--- config.mk ---
export PLATFORM = sky130hd
export DESIGN_NAME = load_store_unit
export DESIGN_NICKNAME = d
export VERILOG_FILES = /design/src/rtl/load_store_unit_pkg.sv /design/src/rtl/load_store_unit_load_extend.sv /design/src/rtl/load_store_unit.sv
export SDC_FILE = /design/constraint.sdc
export NUM_CORES = 1
export LEC_CHECK = 0
export CAP_MARGIN = 30
export CELL_PAD_IN_SITES_DETAIL_PLACEMENT = 0
export CELL_PAD_IN_SITES_GLOBAL_PLACEMENT = 1
export CORE_ASPECT_RATIO = 1.4
export CORE_MARGIN = 1
export CORE_UTILIZATION = 37
export CTS_CLUSTER_SIZE = 20
export DETAILED_ROUTE_END_ITERATION = 16
export PLACE_DENSITY_LB_ADDON = 0.1
export RECOVER_POWER = 50
export SLEW_MARGIN = 20
export SYNTH_ARGS = -nofsm -noshare
export SYNTH_HDL_FRONTEND = slang
export SYNTH_SLANG_ARGS = --single-unit
--- constraint.sdc ---
create_clock -name clk -period 4.6 [get_ports clk]
set_input_delay 0.92 -clock clk [delete_from_list [all_inputs] [get_ports clk]]
set_output_delay 0.92 -clock clk [all_outputs]
set_load 0.05 [all_outputs]
--- src/rtl/load_store_unit_pkg.sv ---
// Shared instruction-class and funct3 codes for the data-memory initiator,
// plus request decode helpers used by the load/store sequencer.
package load_store_unit_pkg;

    localparam logic [4:0] LTYPE = 5'b00000;
    localparam logic [4:0] STYPE = 5'b01000;

    localparam logic [2:0] LB3  = 3'd0;
    localparam logic [2:0] LH3  = 3'd1;
    localparam logic [2:0] LW3  = 3'd2;
    localparam logic [2:0] LBU3 = 3'd4;
    localparam logic [2:0] LHU3 = 3'd5;
    localparam logic [2:0] SB3  = 3'd0;
    localparam logic [2:0] SH3  = 3'd1;
    localparam logic [2:0] SW3  = 3'd2;

    function automatic logic req_legal(input logic [4:0] itype, input logic [2:0] funct3);
        if (itype == LTYPE)
            return funct3 inside {LB3, LH3, LW3, LBU3, LHU3};
        else if (itype == STYPE)
            return funct3 inside {SB3, SH3, SW3};
        else
            return 1'b0;
    endfunction

    // Index of the final byte beat: 0, 1 or 3 for byte, half and word.
    function automatic logic [1:0] last_beat(input logic [2:0] funct3);
        case (funct3[1:0])
            2'd0:    return 2'd0;
            2'd1:    return 2'd1;
            default: return 2'd3;
        endcase
    endfunction

endpackage

--- src/rtl/load_store_unit_load_extend.sv ---
// Sign/zero extension of an assembled little-endian load word; purely
// combinational so any load path (byte-serial or wide) can share it.
module load_extend
    import load_store_unit_pkg::*;
(
    input  logic [31:0] word_i,
    input  logic [2:0]  funct3_i,
    output logic [31:0] rdata_o
);

    always_comb begin
        rdata_o = word_i;
        case (funct3_i)
            LB3:     rdata_o = {{24{word_i[7]}}, word_i[7:0]};
            LH3:     rdata_o = {{16{word_i[15]}}, word_i[15:0]};
            LBU3:    rdata_o = {24'h0, word_i[7:0]};
            LHU3:    rdata_o = {16'h0, word_i[15:0]};
            default: rdata_o = word_i;
        endcase
    end

endmodule

--- src/rtl/load_store_unit.sv ---
// Byte-serial load/store initiator: splits a request into 1/2/4 little-endian
// byte beats on the data RAM port and rebuilds/extends load results.
//
// state    | meaning
// ---------+-----------------------------------------------------------
// ST_IDLE  | ready for a request; strobes low
// ST_STORE | one write beat per cycle, byte beat_q at addr_q+beat_q
// ST_LOAD  | one read beat per cycle; captures the previous beat's byte
// ST_DRAIN | no strobe; captures the last returned byte, extends result
// ST_RESP  | one-cycle completion pulse (err_q set for illegal requests)
module load_store_unit
    import load_store_unit_pkg::*;
#(
    parameter int ADDR_W = 32
) (
    input  logic              clk,
    input  logic              reset,
    input  logic              req_valid_i,
    output logic              req_ready_o,
    input  logic [4:0]        itype_i,
    input  logic [2:0]        funct3_i,
    input  logic [ADDR_W-1:0] addr_i,
    input  logic [31:0]       wdata_i,
    output logic              rsp_valid_o,
    output logic [31:0]       rdata_o,
    output logic              err_o,
    output logic [ADDR_W-1:0] mem_addr_o,
    output logic              mem_re_o,
    output logic              mem_we_o,
    output logic [7:0]        mem_wdata_o,
    input  logic [7:0]        mem_rdata_i
);

    typedef enum logic [2:0] {
        ST_IDLE,
        ST_STORE,
        ST_LOAD,
        ST_DRAIN,
        ST_RESP
    } lsu_state_e;

    lsu_state_e        state_q, state_d;
    logic [ADDR_W-1:0] addr_q, addr_d;
    logic [31:0]       data_q, data_d;
    logic [1:0]        beat_q, beat_d;
    logic [1:0]        last_q, last_d;
    logic [2:0]        f3_q, f3_d;
    logic [31:0]       rdata_q, rdata_d;
    logic              err_q, err_d;

    logic [1:0]        cap_idx;
    logic [31:0]       asm_word;
    logic [31:0]       ext_word;

    load_extend u_load_extend (
        .word_i   (asm_word),
        .funct3_i (f3_q),
        .rdata_o  (ext_word)
    );

    always_ff @(posedge clk or negedge reset) begin
        if (!reset) begin
            state_q <= ST_IDLE;
            addr_q  <= '0;
            data_q  <= '0;
            beat_q  <= '0;
            last_q  <= '0;
            f3_q    <= '0;
            rdata_q <= '0;
            err_q   <= 1'b0;
        end else begin
            state_q <= state_d;
            addr_q  <= addr_d;
            data_q  <= data_d;
            beat_q  <= beat_d;
            last_q  <= last_d;
            f3_q    <= f3_d;
            rdata_q <= rdata_d;
            err_q   <= err_d;
        end
    end

    always_comb begin
        state_d     = state_q;
        addr_d      = addr_q;
        data_d      = data_q;
        beat_d      = beat_q;
        last_d      = last_q;
        f3_d        = f3_q;
        rdata_d     = rdata_q;
        err_d       = err_q;
        req_ready_o = 1'b0;
        rsp_valid_o = 1'b0;
        mem_re_o    = 1'b0;
        mem_we_o    = 1'b0;
        mem_addr_o  = '0;
        mem_wdata_o = '0;

        // Read data lags its strobe by a cycle, so LOAD fills the byte of the
        // previous beat while DRAIN (beat_q held at last) fills the final one.
        cap_idx = (state_q == ST_LOAD) ? beat_q - 2'd1 : beat_q;
        asm_word = data_q;
        asm_word[8*cap_idx +: 8] = mem_rdata_i;

        case (state_q)
            ST_IDLE: begin
                req_ready_o = 1'b1;
                if (req_valid_i) begin
                    addr_d = addr_i;
                    data_d = wdata_i;
                    beat_d = '0;
                    last_d = last_beat(funct3_i);
                    f3_d   = funct3_i;
                    err_d  = 1'b0;
                    if (!req_legal(itype_i, funct3_i)) begin
                        err_d   = 1'b1;
                        rdata_d = '0;
                        state_d = ST_RESP;
                    end else if (itype_i == LTYPE) begin
                        data_d  = '0;
                        state_d = ST_LOAD;
                    end else begin
                        state_d = ST_STORE;
                    end
                end
            end
            ST_STORE: begin
                mem_we_o    = 1'b1;
                mem_addr_o  = addr_q + ADDR_W'(beat_q);
                mem_wdata_o = data_q[8*beat_q +: 8];
                if (beat_q == last_q) state_d = ST_RESP;
                else                  beat_d  = beat_q + 2'd1;
            end
            ST_LOAD: begin
                mem_re_o   = 1'b1;
                mem_addr_o = addr_q + ADDR_W'(beat_q);
                if (beat_q != 2'd0) data_d = asm_word;
                if (beat_q == last_q) state_d = ST_DRAIN;
                else                  beat_d  = beat_q + 2'd1;
            end
            ST_DRAIN: begin
                data_d  = asm_word;
                rdata_d = ext_word;
                state_d = ST_RESP;
            end
            ST_RESP: begin
                rsp_valid_o = 1'b1;
                state_d     = ST_IDLE;
            end
            default: state_d = ST_IDLE;
        endcase
    end

    assign rdata_o = rdata_q;
    assign err_o   = err_q;

endmodule

==> summary.txt <==
outcome = finished with violations
failing checks = capacitance limit, slew limit
syn nets = 775
CTS tree = built
GRT Util Overall = 24.5%
Avg WL per Cell = 19.8 µm
Netlist cell types = 52
critical path endpoint category = output pin
Residual DRC = 0
register area = 2680 µm²
Post-DP HPWL = 15.2 mm
FF-to-FF Start = state_q[1]
via density per instance = 5.54
clock latency on the worst-skew pair = 0.36 ns
Cells after Synth = 685
# diodes = 0
clk_skew = 0.00943 ns
Hold Vio Cnt, Final = 0
Critical Path Source Type = flop
period utilisation layout = 86.1%
Die X = 111 µm
GPL Wtd Cong = 0.895
pwr/cell area = 377 nW/µm²
post-synthesis sequential area ratio = 43.7%
Yosys top cell by area = dfrtp_1
# fillers = 1555
Resized Gates After CTS = 0
final wirelength = 20.7 mm
Synth top area share = 43.7%
Synth Area in Simple Gates = 25.4%
Most used DFF post-synth = dfrtp_1
I/O pin count = 160
MaxCap Viol Count = 1
crit path from = addr_q[0]
multi-input logic area = 3230 µm²
Max Fclk = 252 MHz
HP Class = flop to flop
CP arrival = 3.04 ns
Post-DRT Antenna Nets = 0
WP data required = 3.68 ns
CTS Hold Buffers Added = 0
first-pass GRT wire length = 32.2 mm
share of layout cells above drive strength 1 = 8.75%
Post-Synth Adder-Cell Area = 1.55%
critical path peak fanout = 7
Synth area leaders = dfrtp_1 (44%), nand2_1 (9.1%), a221o_1 (5.1%), nor2_1 (4.2%), o21ai_0 (3.0%)
Post-Synth XOR/XNOR Area = 3.43%
CTS Buf Count = 9
# clock sinks = 107
Tmin final = 3.96 ns
Worst Tran Pin Value = 2.85 ns
Root Buffer = clkbuf_16
Non-Filler Instances = 1045
Post-synth EDFFs = 0
compound-gate portion of the synthesized area = 16.4%
initial antenna violation count = 0
Rows = 55
leakage = 3.61 nW
Yosys reg bits = 107
syn avg cell area = 8.94 µm²
Starting DRT DRC Count = 277
clk slew on worst S/H paths = 0.07 ns
Async S/R FF share, synth = 100%
YS warnings = 0
grt total ovfl = 0
die area = 17100 µm²
vias in the first global route = 5902
synthesis-to-finish area growth = 36.5%
unrepaired setup endpoints after global routing = no
Reg2Reg Setup Slack = 1.14 ns
Crit Path Category = flop to output pin
maximum clock path buffer count = 2
pin count of the biggest net entering global routing = 50
mux contribution to synthesized area = 5.82%
largest family of logic cells by synthesized area = simple AND/OR/NAND/NOR gates
Peak VDD IR = 0.000177 V
Post CTS Setup Buffer Count = 0
vias post-DR = 5791
CP Capture Point = mem_addr_o[30]
Final setup viols = 0
Mapped Area = 6130 µm²
Register-to-Register Path Depth = 11
Starting Density = 37.9%
setup TNS = 0 ns
core area = 16200 µm²
Placed Instances = 1027
fin nets = 931
Max Slew Vio Count = 50
number of port buffers = 159
Die Span Y = 154 µm
worst r2r dst = rdata_o[27]
H-tree levels = 3
Worst slew margin = -89.8%
Pre-Repair DR Iteration Count = 5
==> worst max-delay path, cell delays in order, from the launching register on <==
cell      delay, ns
dfrtp_1        0.35
ha_1           0.17
inv_1          0.06
fa_1           0.40
nand4b_1       0.34
or4_4          0.62
or3_1          0.32
a21oi_1        0.25
buf_12         0.17
==> per-stage QoR <==
step / hold slack, ns / utilization (%) / instance area, µm² / setup slack, ns / power [mW]
after floorplan: 0.446 / - / 6130 / 0.761 / 1.97
after global placement: 0.465 / 49.8 / 8050 / 1.01 / 2.37
after detailed placement: 0.472 / 49.9 / 8070 / 0.969 / 2.39
after CTS: 0.490 / 51.7 / 8360 / 0.602 / 3.18
after global routing: 0.514 / 51.7 / 8360 / 0.379 / 3.34
final: 0.483 / 51.7 / 8360 / 0.637 / 3.15
==> where the power goes <==
part           internal [mW]  switching [mW]
registers               1.12           0.203
logic                  0.444           0.616
clock network          0.383           0.391
total                   1.94            1.21
==> cell usage in the layout, fill, tap and decap left out, types with 3 or more instances in the layout <==
cell and instances:
a211o_1 11, a21o_1 3, a21oi_1 17, a221o_1 31, a22oi_1 22, and2_1 7
and3_1 16, and4_1 3, buf_12 11, buf_4 16, clkbuf_1 4, clkbuf_16 9
clkdlybuf4s50_1 143, clkinv_4 3, dfrtp_1 107, ha_1 6, inv_1 17, mux2_2 8
mux2i_1 4, mux4_2 8, nand2_1 148, nand2b_1 12, nand3_1 21, nand4_1 7
nor2_1 69, nor2b_1 13, nor3_1 8, nor3b_1 3, nor4_1 3, o21ai_0 37
o21ai_1 4, o2bb2ai_1 8, or3_1 6, or3b_1 3, xnor2_1 9, xor2_1 15
==> synthesized netlist by cell type (all sizes together), types with 8 or more instances <==
cell / count
nand2b: 12
a22oi: 22
nand3: 21
nor2b: 13
xnor2: 9
clkbuf: 23
dfrtp: 107
o21ai: 41
nor2: 69
mux4: 8
inv: 17
xor2: 15
nand2: 148
and3: 16
mux2: 8
a21oi: 17
o2bb2ai: 8
nor3: 8
a211o: 11
buf: 12
a221o: 31
==> cells by family (layout without fill, tap and decap cells) <==
group	count (synthesis)	after routing
compound gates	138	138
fa+ha+maj	7	7
buf+inv	53	214
mux	23	23
flops	107	107
xor+xnor	24	24
simple gates	333	333
==> cell type report <==
| cell class | count | share of cell area [%] |
|---|---|---|
| clock buffers | 9 | 2.69 |
| clock inverters | 7 | 0.793 |
| multi-input cells | 525 | 38.7 |
| inverters | 18 | 0.808 |
| flip-flops and latches | 107 | 32.0 |
| repair buffers | 180 | 22.0 |
| well taps | 199 | 2.98 |
==> per-layer routing <==
| metal | GRT usage [%] | vias up | wire [µm] |
|---|---|---|---|
| met2 | 45.0 | 213 | 10800 |
| met1 | 27.7 | 2798 | 7960 |
| met4 | 11.6 | 0 | 843 |
| met5 | 0 | - | 0 |
| li1 | - | 2736 | - |
| met3 | 3.61 | 44 | 1010 |
==> state kept, by name, indices dropped and copies added (netlist names), named ones only <==
name / flops
state_q: 3
data_q: 31
beat_q: 2
err_o: 1
last_q: 2
f3_q: 3
rdata_o: 32
addr_q: 32
==> how the worst min path moves through the flow <==
stage	startpoint	to	slack (ns)	cells past startpoint
detailed placement	err_o	err_o	0.47	2
CTS	err_o	err_o	0.49	2
global route	rdata_o[10]	rdata_o[10]	0.51	1
finish	err_o	err_o	0.48	2
floorplan	f3_q[2]	f3_q[2]	0.45	2
global placement	err_o	err_o	0.46	2
(Power assumes the default switching activity.)
==> RTL change 1 (config.mk and constraints unchanged) <==
Change the parameter `ADDR_W` from 32 to 16.
--- a/src/rtl/load_store_unit.sv
+++ b/src/rtl/load_store_unit.sv
@@ -13,3 +13,3 @@
 #(
-    parameter int ADDR_W = 32
+    parameter int ADDR_W = 16
 ) (
Interface: changed (resized addr_i and mem_addr_o); port bits go from 160 to 128. No check against the original RTL was run, so the function may have changed too.
==> RTL change 1 against the unedited design <==
Final area shrank 17%. Utilization shrank 1.7 points. Area after synthesis shrank 14%. First-iteration DRC count shrank 1.8%. Setup slack gained 0.036 ns. Global-route usage shrank 1.4 points. Clock skew shrank 0.0011 ns. Power shrank 9.5%. Register-to-register slack gained 0.12 ns. Routed wire length shrank 22%. Sequential cell count shrank 16. Hold slack lost 0.0054 ns.
==> RTL change 1: results <==
finish:
  nNonClkBuffers: 139
  fin_nets: 751
  final-nonclk-buf-share: 0.195
  final-clk-cell-share: 0.0387
  seq_area_frac: 0.328
  nNonClkInverters: 21
  clockBufferCount: 10
  layout-drive-gt1-share: 0.0837
  final_design_area_no_fill_sq_um: 6950
  nFillCells: 1407
  nMultiInputCombCells: 415
place:
  dp_hpwl_mm: 11.6
  place_congestion: 0.863
  pre_cts_ws_ns: 1.03
  placedCellCount: 850
  place_area_sq_um: 6670
yosys:
  synth_cell_types: 60
  synth.area.top_cells: "dfrtp_1 (43%), nand2_1 (6.1%), a221o_1 (4.6%)"
  ys_ff_latch: 91
  yosys-top-cells-count: "dfrtp_1 (91), nand2_1 (86), nor2_1 (63), a21oi_1 (37), o21ai_0 (32)"
  synth_seq_area_share: 0.432
  avgSynthCellArea_sq_um: 9.33
sta:
  finalClockSkew_ns: 0.00832
  whs_ns: 0.478
  fmax_ghz: 0.255
floorplan:
  die_w_um: 103
power:
  p_sw_mw: 1.09
  power_mw: 2.85
  leakage_nw: 2.88
  pg_clk_mw: 0.695
drt:
  wl_per_cell_um: 18.6
  wl_mm: 16.1
  wirelength_met1_mm: 6.54
  wl_met3_um: 788
  vias_per_cell: 5.39
  wl_met2_mm: 8.24
grt:
  grt_usage: 0.231
  grt_max_degree: 74
  use_met2: 0.398
  grt_pass1_wl_mm: 25.4
  use_met3: 0.0313
hold_path:
  min_to: "rdata_o[5]"
  min_from: "rdata_o[5]"
critical_path:
  cp_max_fo: 5
  crit_arrival_ns: 3.01
status:
  status: "completed"
[RTL change 1: cell count changes after synthesis, moves of 8 or more]
cell / before / now
nand3_1: 21 / 6
nand2_1: 148 / 86
a21oi_1: 17 / 37
o2bb2ai_1: 8 / 0
dfrtp_1: 107 / 91
a211o_1: 11 / 1
a2bb2oi_1: 0 / 8
a22oi_1: 22 / 31
and3_1: 16 / 2
[RTL change 1: cells by family after synthesis]
logic type | Yosys count | share of synthesized area
compound gates | 151 | 0.199
xor+xnor | 16 | 0.0266
mux | 24 | 0.0793
buf+inv | 59 | 0.0511
simple gates | 217 | 0.194
flops | 91 | 0.432
fa+ha+maj | 7 | 0.0180
[RTL change 1: critical path: stages (launching register included)]
cell             delay (ns)
dfrtp_1                0.35
ha_1                   0.17
inv_1                  0.05
fa_1                   0.40
nand3b_1               0.28
nor2_1                 0.19
and4_1                 0.24
xnor2_1                0.08
nor2_1                 0.09
clkdlybuf4s50_1        0.81
==> RTL change 2 (config.mk and constraints unchanged) <==
Without the edit above. Make the reset (`reset`) synchronous in one clocked block.
--- a/src/rtl/load_store_unit.sv
+++ b/src/rtl/load_store_unit.sv
@@ -60,3 +60,3 @@
 
-    always_ff @(posedge clk or negedge reset) begin
+    always_ff @(posedge clk) begin
         if (!reset) begin
Behaviour: differs if reset is asserted again (counterexample within 4 cycles, from zero or initial values and one cycle with reset low); with reset held inactive, the same outputs for 4 cycles.
==> RTL change 2 against the unedited design <==
Utilization down 0.71 points. Routed wire length down 5.8%. Non-clock buffer count down 7. Count of clock-buffer cells in the layout up 1. Final area down 4.4%. Setup slack better by 0.0084 ns. Area after synthesis down 2.2%. Hold slack worse by 0.030 ns. Sequential cell count unchanged.
Power is not compared: it rests on default switching activity, and its combinational part moved more than twofold at a synthesized area within 25%.
==> RTL change 2: results <==
sta:
  fin_crit_ns: 3.95
  finalClockSkew_ns: 0.0118
  hold_viol: 0
  worstMarginPinSlew_ns: 1.25
  whs_ns: 0.453
yosys:
  synth_seq_area_share: 0.358
  syn_nets: 839
  synth_warnings: 0
  yosys-top-cells-count: "nand2_1 (126), dfxtp_1 (107), a21oi_1 (68), nor2_1 (57), o21ai_0 (38)"
  synth.area.top_cells: "dfxtp_1 (36%), nand2_1 (7.9%), a21oi_1 (5.7%)"
  async_reset_ff_frac: 0
  synth_flop_cell: "dfxtp_1"
  synth_cell_types: 58
critical_path:
  cp_max_fo: 12
  crit_arrival_ns: 3.03
  rrSetupSlack_ns: 1.27
power:
  leakage_nw: 2.89
  p_sw_mw: 0.583
  vdd.ir_drop.worst_uv: 152
clock_network:
  insertion_delay_ns: 0.35
  cts_root_buffer: "clkbuf_16"
  clockBufferDepth: 2
  cts.clk_slew.worst_paths_ns: 0.08
  post_cts_buffers: 0
  numCtsBuffers: 9
  htreeDepth: 3
  cts-resized-gates: 0
drt:
  drt_iter0_markers: 264
  wl_per_cell_um: 18.0
  num_vias: 5910
  dr.pass1.iters: 5
job:
  drv_cap: 0
finish:
  layout-drive-gt1-share: 0.0862
  fin_nets: 968
  diodes: 0
hold_path:
  min_path_type: "flop to flop"
place:
  dp_hpwl_mm: 14.3
  place_congestion: 0.879
  port-buffer-count: 159
  pre_cts_ws_ns: 1.00
grt:
  grt_pass1_vias: 5888
  grt_antenna_before_repair: 0
  grt_usage: 0.238
  grt_max_degree: 52
  grt_pass1_wl_mm: 30.5
status:
  status: "completed"
-- RTL change 2: changes by cell type after synthesis, sizes merged, moves of 13 or more --
cell     before  now
a2bb2oi       0   13
a221oi        0   20
dfrtp       107    0
a221o        31    0
nand2       148  126
dfxtp         0  107
clkbuf       23   38
xnor2         9   27
a22oi        22    7
a21oi        17   68
-- RTL change 2: cells by family after synthesis --
logic type | Yosys count | share of synthesized area
simple gates | 297 | 0.235
flops | 107 | 0.358
compound gates | 195 | 0.217
fa+ha+maj | 7 | 0.0159
buf+inv | 84 | 0.0593
xor+xnor | 31 | 0.0485
mux | 28 | 0.0671
-- RTL change 2: final cells by class --
type	count	area [sq um]
fillers	1580	7680
clock inverters	5	37.5
flip-flops and latches	107	2140
well taps	196	245
multi-input cells	558	3480
repair buffers	173	1740
inverters	29	109
clock buffers	10	239
-- RTL change 2: layer usage --
layer  up-vias  track usage  share of wire
met5         -            0              0
met4         0       0.0819          0.029
met2       188        0.439           0.53
li1       2896            -              -
met1      2794        0.265           0.38
met3        32       0.0432          0.056
-- RTL change 2: worst paths after layout --
| path | start | to | cells past startpoint |
|---|---|---|---|
| worst min-delay path | rdata_o[25] | rdata_o[25] | 2 |
| worst max register to register | beat_q[0] | rdata_o[19] | 12 |
| worst min register to register | rdata_o[25] | rdata_o[25] | 2 |
| worst max-delay path | addr_q[1] | mem_addr_o[21] | 7 |
-- RTL change 2: worst max-delay path, stage by stage (launching register included) --
cell and delay (ns):
dfxtp_1 0.33, ha_1 0.27, a21o_1 0.14, nand4b_1 0.49, nor4_1 0.43, xnor2_1 0.11
nor2_1 0.09, clkdlybuf4s50_1 0.82
-- RTL change 2: per-stage QoR --
step | total power [mW] | util | cell area [sq um] | cells
detailed placement | 1.38 | 0.494 | 7740 | 1063
global route | 2.19 | 0.510 | 7990 | 1078
floorplan | 1.23 | - | 5990 | 749
global placement | 1.37 | 0.493 | 7730 | 1062
CTS | 2.12 | 0.511 | 8010 | 1078
finish | 2.10 | 0.510 | 7990 | 1078
-- RTL change 2: power by group through the flow --
stage | sequential, mW | clock [mW] | combinational (mW)
after floorplan | 1.03 | 0 | 0.196
after global placement | 1.05 | 0 | 0.323
after detailed placement | 1.05 | 0 | 0.328
after CTS | 1.03 | 0.764 | 0.329
after global routing | 1.04 | 0.797 | 0.358
final | 1.03 | 0.740 | 0.326
